<file path="config.mk">
export PLATFORM = sky130hd
export DESIGN_NAME = mul_acc_pipe
export DESIGN_NICKNAME = d
export VERILOG_FILES = /design/src/rtl/mul_acc_pkg.sv /design/src/rtl/mul_acc_pipe_core.sv /design/src/rtl/mul_acc_pipe.sv
export SDC_FILE = /design/constraint.sdc
export NUM_CORES = 2
export LEC_CHECK = 0
export ABC_CLOCK_PERIOD_IN_PS = 21400
export CORE_ASPECT_RATIO = 2
export CORE_MARGIN = 8
export CORE_UTILIZATION = 50
export CTS_CLUSTER_SIZE = 24
export DETAILED_ROUTE_END_ITERATION = 12
export GPL_TIMING_DRIVEN = 0
export PLACE_DENSITY = 0.67
export SYNTH_ARGS = -nofsm -noshare
export SYNTH_HDL_FRONTEND = slang
export SYNTH_HIERARCHICAL = 1
export SYNTH_SLANG_ARGS = --single-unit
</file>
<file path="constraint.sdc">
create_clock -name clk -period 21.4 [get_ports clk]
set_input_delay 4.28 -clock clk [delete_from_list [all_inputs] [get_ports clk]]
set_output_delay 4.28 -clock clk [all_outputs]
set_load 0.02 [all_outputs]
</file>
<file path="src/rtl/mul_acc_pkg.sv">
// Shared types and helpers for the pipelined HI/LO multiply / multiply-accumulate unit.
package mul_acc_pkg;

    localparam int unsigned MUL_ACC_TAG_MAX = 16;

    typedef enum logic [1:0] {
        MUL_MODE_MUL  = 2'b00,
        MUL_MODE_MADD = 2'b01,
        MUL_MODE_MSUB = 2'b10
    } mul_mode_e;

    // Sideband carried alongside each op; the tag field is sized for the widest supported tag
    typedef struct packed {
        logic                       valid;
        logic                       sign;
        mul_mode_e                  mode;
        logic                       chain;
        logic [MUL_ACC_TAG_MAX-1:0] tag;
    } mul_op_t;

    // Issue-to-result latency: MUL_STAGES multiplier stages plus the add/sub stage
    function automatic int unsigned mul_acc_lat(input int unsigned mul_stages);
        return mul_stages + 1;
    endfunction

    // Raw mode encoding 2'b11 behaves as a plain multiply
    function automatic mul_mode_e mul_acc_decode(input logic [1:0] raw);
        mul_mode_e m;
        case (raw)
            2'b01:   m = MUL_MODE_MADD;
            2'b10:   m = MUL_MODE_MSUB;
            default: m = MUL_MODE_MUL;
        endcase
        return m;
    endfunction

endpackage

</file>
<file path="src/rtl/mul_acc_pipe_core.sv">
// Operand capture, (WIDTH+1)-bit signed multiplier and MUL_STAGES-1 retiming registers,
// with a valid chain sharing one stall enable and a flush clear.
module mul_acc_pipe_core #(
    parameter int unsigned WIDTH      = 32,
    parameter int unsigned MUL_STAGES = 3
) (
    input  logic                  clk,
    input  logic                  rst_n,
    input  logic                  en,
    input  logic                  flush,
    input  logic                  in_valid,
    input  logic                  in_sign,
    input  logic [WIDTH-1:0]      in_a,
    input  logic [WIDTH-1:0]      in_b,
    output logic [MUL_STAGES:0]   vld_o,
    output logic [2*WIDTH-1:0]    prod_o
);

    localparam int unsigned PW = 2 * WIDTH;
    localparam int unsigned FW = 2 * WIDTH + 2;

    logic [MUL_STAGES:0]   vld_q, vld_d;
    logic signed [WIDTH:0] a_q, a_d, b_q, b_d;
    logic signed [FW-1:0]  full;
    logic [PW-1:0]         pipe_q [MUL_STAGES];
    logic [PW-1:0]         pipe_d [MUL_STAGES];
    logic                  unused_ok;

    assign full      = FW'(a_q) * FW'(b_q);
    assign unused_ok = ^full[FW-1:PW];

    always_comb begin
        vld_d  = vld_q;
        a_d    = a_q;
        b_d    = b_q;
        pipe_d = pipe_q;
        if (flush) begin
            vld_d = '0;
        end else if (en) begin
            vld_d[0] = in_valid;
            for (int i = 1; i <= MUL_STAGES; i++) begin
                vld_d[i] = vld_q[i-1];
            end
            pipe_d[0] = full[PW-1:0];
            for (int i = 1; i < MUL_STAGES; i++) begin
                pipe_d[i] = pipe_q[i-1];
            end
            // Extend by one bit so unsigned operands multiply correctly in a signed multiplier
            if (in_valid) begin
                a_d = {in_sign & in_a[WIDTH-1], in_a};
                b_d = {in_sign & in_b[WIDTH-1], in_b};
            end
        end
    end

    always_ff @(posedge clk or negedge rst_n) begin
        if (!rst_n) begin
            vld_q <= '0;
            a_q   <= '0;
            b_q   <= '0;
            for (int i = 0; i < MUL_STAGES; i++) begin
                pipe_q[i] <= '0;
            end
        end else begin
            vld_q  <= vld_d;
            a_q    <= a_d;
            b_q    <= b_d;
            pipe_q <= pipe_d;
        end
    end

    assign vld_o  = vld_q;
    assign prod_o = pipe_q[MUL_STAGES-1];

endmodule

</file>
<file path="src/rtl/mul_acc_pipe.sv">
// Pipelined HI/LO multiply / MADD / MSUB unit with valid/ready on both sides and flush.
// Optional result forwarding between back-to-back accumulate ops: define MUL_ACC_FWD_EN.
module mul_acc_pipe
    import mul_acc_pkg::*;
#(
    parameter int unsigned WIDTH      = 32,
    parameter int unsigned MUL_STAGES = 3,
    parameter int unsigned TAG_W      = 4
) (
    input  logic             clk,
    input  logic             rst_n,
    input  logic             in_valid,
    output logic             in_ready,
    input  logic             in_sign,
    input  logic [1:0]       in_mode,
    input  logic [WIDTH-1:0] in_srca,
    input  logic [WIDTH-1:0] in_srcb,
    input  logic [WIDTH-1:0] in_hi,
    input  logic [WIDTH-1:0] in_lo,
    input  logic [TAG_W-1:0] in_tag,
    input  logic             flush,
    output logic             out_valid,
    input  logic             out_ready,
    output logic [WIDTH-1:0] out_hi,
    output logic [WIDTH-1:0] out_lo,
    output logic [TAG_W-1:0] out_tag,
    output logic             busy
);

    localparam int unsigned PW    = 2 * WIDTH;
    localparam int unsigned DEPTH = mul_acc_lat(MUL_STAGES);
    localparam int unsigned LAST  = DEPTH - 1;

    logic             stall;
    logic             accept;
    logic             load;
    mul_mode_e        req_mode;
    logic [DEPTH-1:0] core_vld;
    logic [PW-1:0]    core_prod;
    mul_op_t          new_op;
    mul_op_t          last_op;
    mul_op_t          op_q  [DEPTH];
    mul_op_t          op_d  [DEPTH];
    logic [PW-1:0]    add_q [DEPTH];
    logic [PW-1:0]    add_d [DEPTH];
    logic [PW-1:0]    acc_val;
    logic [PW-1:0]    res;
    logic             out_valid_q, out_valid_d;
    logic [WIDTH-1:0] out_hi_q, out_hi_d;
    logic [WIDTH-1:0] out_lo_q, out_lo_d;
    logic [TAG_W-1:0] out_tag_q, out_tag_d;
    logic             unused_ok;

    assign stall    = out_valid_q && !out_ready;
    assign busy     = (|core_vld) || out_valid_q;
    assign req_mode = mul_acc_decode(in_mode);
`ifdef MUL_ACC_FWD_EN
    assign in_ready = !stall && !flush;
`else
    // Without forwarding an accumulate may only enter an empty pipe
    assign in_ready = !stall && !flush && !(in_valid && (req_mode != MUL_MODE_MUL) && busy);
`endif
    assign accept   = in_valid && in_ready;

    mul_acc_pipe_core #(
        .WIDTH      (WIDTH),
        .MUL_STAGES (MUL_STAGES)
    ) u_core (
        .clk      (clk),
        .rst_n    (rst_n),
        .en       (!stall),
        .flush    (flush),
        .in_valid (accept),
        .in_sign  (in_sign),
        .in_a     (in_srca),
        .in_b     (in_srcb),
        .vld_o    (core_vld),
        .prod_o   (core_prod)
    );

    // Op sideband and addend pipe, kept in lockstep with the core valid chain
    always_comb begin
        op_d         = op_q;
        add_d        = add_q;
        new_op       = '0;
        new_op.valid = 1'b1;
        new_op.sign  = in_sign;
        new_op.mode  = req_mode;
        new_op.chain = busy;
        new_op.tag   = MUL_ACC_TAG_MAX'(in_tag);
        if (flush) begin
            for (int i = 0; i < DEPTH; i++) begin
                op_d[i].valid = 1'b0;
            end
        end else if (!stall) begin
            for (int i = 1; i < DEPTH; i++) begin
                op_d[i]  = op_q[i-1];
                add_d[i] = add_q[i-1];
            end
            op_d[0].valid = accept;
            if (accept) begin
                op_d[0]  = new_op;
                add_d[0] = {in_hi, in_lo};
            end
        end
    end

    // Add/sub stage and output register
    always_comb begin
        last_op = op_q[LAST];
`ifdef MUL_ACC_FWD_EN
        acc_val = last_op.chain ? {out_hi_q, out_lo_q} : add_q[LAST];
`else
        acc_val = add_q[LAST];
`endif
        case (last_op.mode)
            MUL_MODE_MADD: res = acc_val + core_prod;
            MUL_MODE_MSUB: res = acc_val - core_prod;
            default:       res = core_prod;
        endcase
        load        = !stall && !flush && core_vld[LAST] && last_op.valid;
        out_valid_d = out_valid_q;
        out_hi_d    = out_hi_q;
        out_lo_d    = out_lo_q;
        out_tag_d   = out_tag_q;
        if (flush) begin
            out_valid_d = 1'b0;
        end else if (!stall) begin
            out_valid_d = load;
        end
        if (load) begin
            out_hi_d  = res[PW-1:WIDTH];
            out_lo_d  = res[WIDTH-1:0];
            out_tag_d = TAG_W'(last_op.tag);
        end
    end

    always_ff @(posedge clk or negedge rst_n) begin
        if (!rst_n) begin
            for (int i = 0; i < DEPTH; i++) begin
                op_q[i]  <= '0;
                add_q[i] <= '0;
            end
            out_valid_q <= 1'b0;
            out_hi_q    <= '0;
            out_lo_q    <= '0;
            out_tag_q   <= '0;
        end else begin
            op_q        <= op_d;
            add_q       <= add_d;
            out_valid_q <= out_valid_d;
            out_hi_q    <= out_hi_d;
            out_lo_q    <= out_lo_d;
            out_tag_q   <= out_tag_d;
        end
    end

    assign unused_ok = ^{last_op.sign, last_op.chain, last_op.tag};

    assign out_valid = out_valid_q;
    assign out_hi    = out_hi_q;
    assign out_lo    = out_lo_q;
    assign out_tag   = out_tag_q;

endmodule

</file>
==> results.cfg <==
[logic_synthesis]
postSynthAreaPerCell_um2 = 9.561
synth_edf_count = 0
synth.ff_latch_count = 615
synthCells = 7002
synth_seq_area_share = 0.2299
async_reset_ff_frac = 1.000
yosysWarnings = 6
ys_types = 89
synth_fp_nets = 8547
synth-main-ff-cell = dfrtp_1
syn_area_um2 = 66940

[cts]
postCtsSetupBuffers = 0
cts_made_buffers = 56
insertion_delay_ns = 0.67
htree_num_levels = 2
root_buffer = clkbuf_16
clk_path_buf_depth = 3
cts_sinks = 615
cts_tree = built
hold_buffers = 0
cts-resized-gates = 0
cts.clk_slew.worst_paths_ns = 0.07

[global_route]
overflow = 0
first_global_vias = 52860
grtUsageTotal = 0.3064
antenna_found_initial = 17
grt_start_max_net_pins = 117
grt_pass1_wl_mm = 330.7

[detailed_routing]
wire_per_inst_um = 24.49
routed_wl_mm = 222.0
postRouteAntennaNets = 0
via_per_inst = 5.553
drt_iter0_markers = 3795
drcViolationCount = 0
drt-pass1-iter-count = 5
vias = 50330

[flow_run]
drv_cap = 0

[sta]
layout_setup_ws_ns = 10.28
setup_viol = 0
slew_violations = 0
fin_skew_ns = 0.04140
slew-limit-headroom = 0.1024
tns_ns = 0
fmax_mhz = 89.89
finalHoldViolCount = 0
tightest_slew_ns = 1.346
finalCritPeriodShare = 0.5198
rsz0062_at_grt = no
fin_crit_ns = 11.12

[floorplan]
core_area_um2 = 133400
die_h_um = 533.5
fp.dieW_um = 274.7
ios = 211
num_rows = 190
dieArea_um2 = 146600
start_util = 0.5020

[critical_path]
path_cells = clkdlybuf4s50_1 > nand2b_1 > clkbuf_1 > nor2b_1 > clkbuf_1 > a21boi_0 > clkdlybuf4s50_1
arrival_ns = 6.84
critPathCaptureType = output port
startpoint_type = primary input
path_class = primary input to output port
slowest_stage = clkdlybuf4s50_1
worstPathRequired_ns = 17.12
worstPathMaxFanout = 8
slowest_delay_ns = 0.65

[placed_design]
globalplace.congestion = 1.045
dpl_worst_slack_ns = 10.21
port_buffers = 210
hpwl_mm = 181.8

[cells_and_area]
layout.cells.most_common = nand2_1
area_growth_pct = 9.426
drive_above_1_share = 0.06530
final_cell_mix = nand2_1, fa_1, inv_1
fin_nets = 8820

[status]
status = finished clean

[hold_path]
min_path_type = flop to flop
==> stage by stage <==
| stage | instances | utilization | hold WS (ns) | instance area, um^2 |
|---|---|---|---|---|
| after floorplan | 7002 | - | 0.4342 | 66940 |
| after global placement | 8940 | 0.5339 | 0.4526 | 71210 |
| after detailed placement | 8945 | 0.5350 | 0.4569 | 71350 |
| after CTS | 9048 | 0.5490 | 0.4727 | 73220 |
| after global routing | 9048 | 0.5490 | 0.4918 | 73220 |
| final | 9062 | 0.5493 | 0.4678 | 73250 |
==> sequential cells by signal (all words and copies together), names as in the netlist <==
signal	cells
out_hi	32
u_core/b_q	33
u_core/vld_o	4
acc_val	64
out_valid	1
last_op	7
out_lo	32
op_q	21
u_core/pipe_q	128
add_q	192
u_core/prod_o	64
u_core/a_q	33
out_tag	4
==> path summary, 6_finish.rpt <==
check                                       start                  to  slack, ns  cells past startpoint
worst max-delay path                    out_ready            in_ready      10.28                      7
worst min-delay path            u_core/pipe_q[65]    u_core/prod_o[1]       0.47                      2
worst max register to register     u_core/a_q[32]  u_core/pipe_q[189]      11.34                     25
worst min register to register  u_core/pipe_q[65]    u_core/prod_o[1]       0.47                      2
max in group asynchronous                   rst_n      u_core/b_q[23]      15.63                      4
min in group asynchronous                   rst_n          add_q[142]       3.67                      1
==> area by class of cell <==
| type | instances | area (um^2) |
|---|---|---|
| clock buffer | 76 | 1578 |
| multi-input combinational | 4836 | 45460 |
| buffer | 442 | 1936 |
| inverter | 1109 | 4163 |
| timing repair buffer | 215 | 2245 |
| antenna | 14 | 35.03 |
| sequential | 615 | 15390 |
| fill | 12400 | 60110 |
| clock inverter | 27 | 289.0 |
| tap | 1728 | 2162 |
==> critical path: cells and delay by family <==
family / cells / cell delay, ns
AOI/OAI and AO/OA: 1 / 0.31
buffers and inverters: 4 / 1.97
and+or+nand+nor: 2 / 0.27
==> synthesized netlist by cell type (all sizes together) (83+ instances only) <==
master | instances | area share
nand2 | 1374 | 0.077
mux2 | 273 | 0.046
a21oi | 234 | 0.017
o21ai | 192 | 0.014
xnor2 | 142 | 0.019
buf | 83 | 0.0085
fa | 1126 | 0.34
nor2 | 154 | 0.0086
dfrtp | 615 | 0.23
clkbuf | 359 | 0.020
and2 | 553 | 0.052
ha | 279 | 0.052
inv | 1109 | 0.062
==> per-layer routing <==
layer	routed length, um	vias up	global-route usage
li1	-	21780	-
met1	81760	25730	0.3781
met2	103900	2127	0.4889
met3	16420	688	0.04690
met4	19920	2	0.2181
met5	12	-	0
==> logic make-up after synthesis <==
kind of cell,after synthesis,share of synthesized area
AO/OA/AOI/OAI,631,0.05585
XOR/XNOR,199,0.02615
adder cells (fa/ha/maj),1405,0.3889
buffers and inverters,1551,0.09108
flip-flops,615,0.2299
multiplexers,289,0.04832
AND/OR/NAND/NOR,2312,0.1598
Power is left out: the tool's default activity adds up to more than one toggle a clock period on the data nets, which glitch-free logic cannot reach.
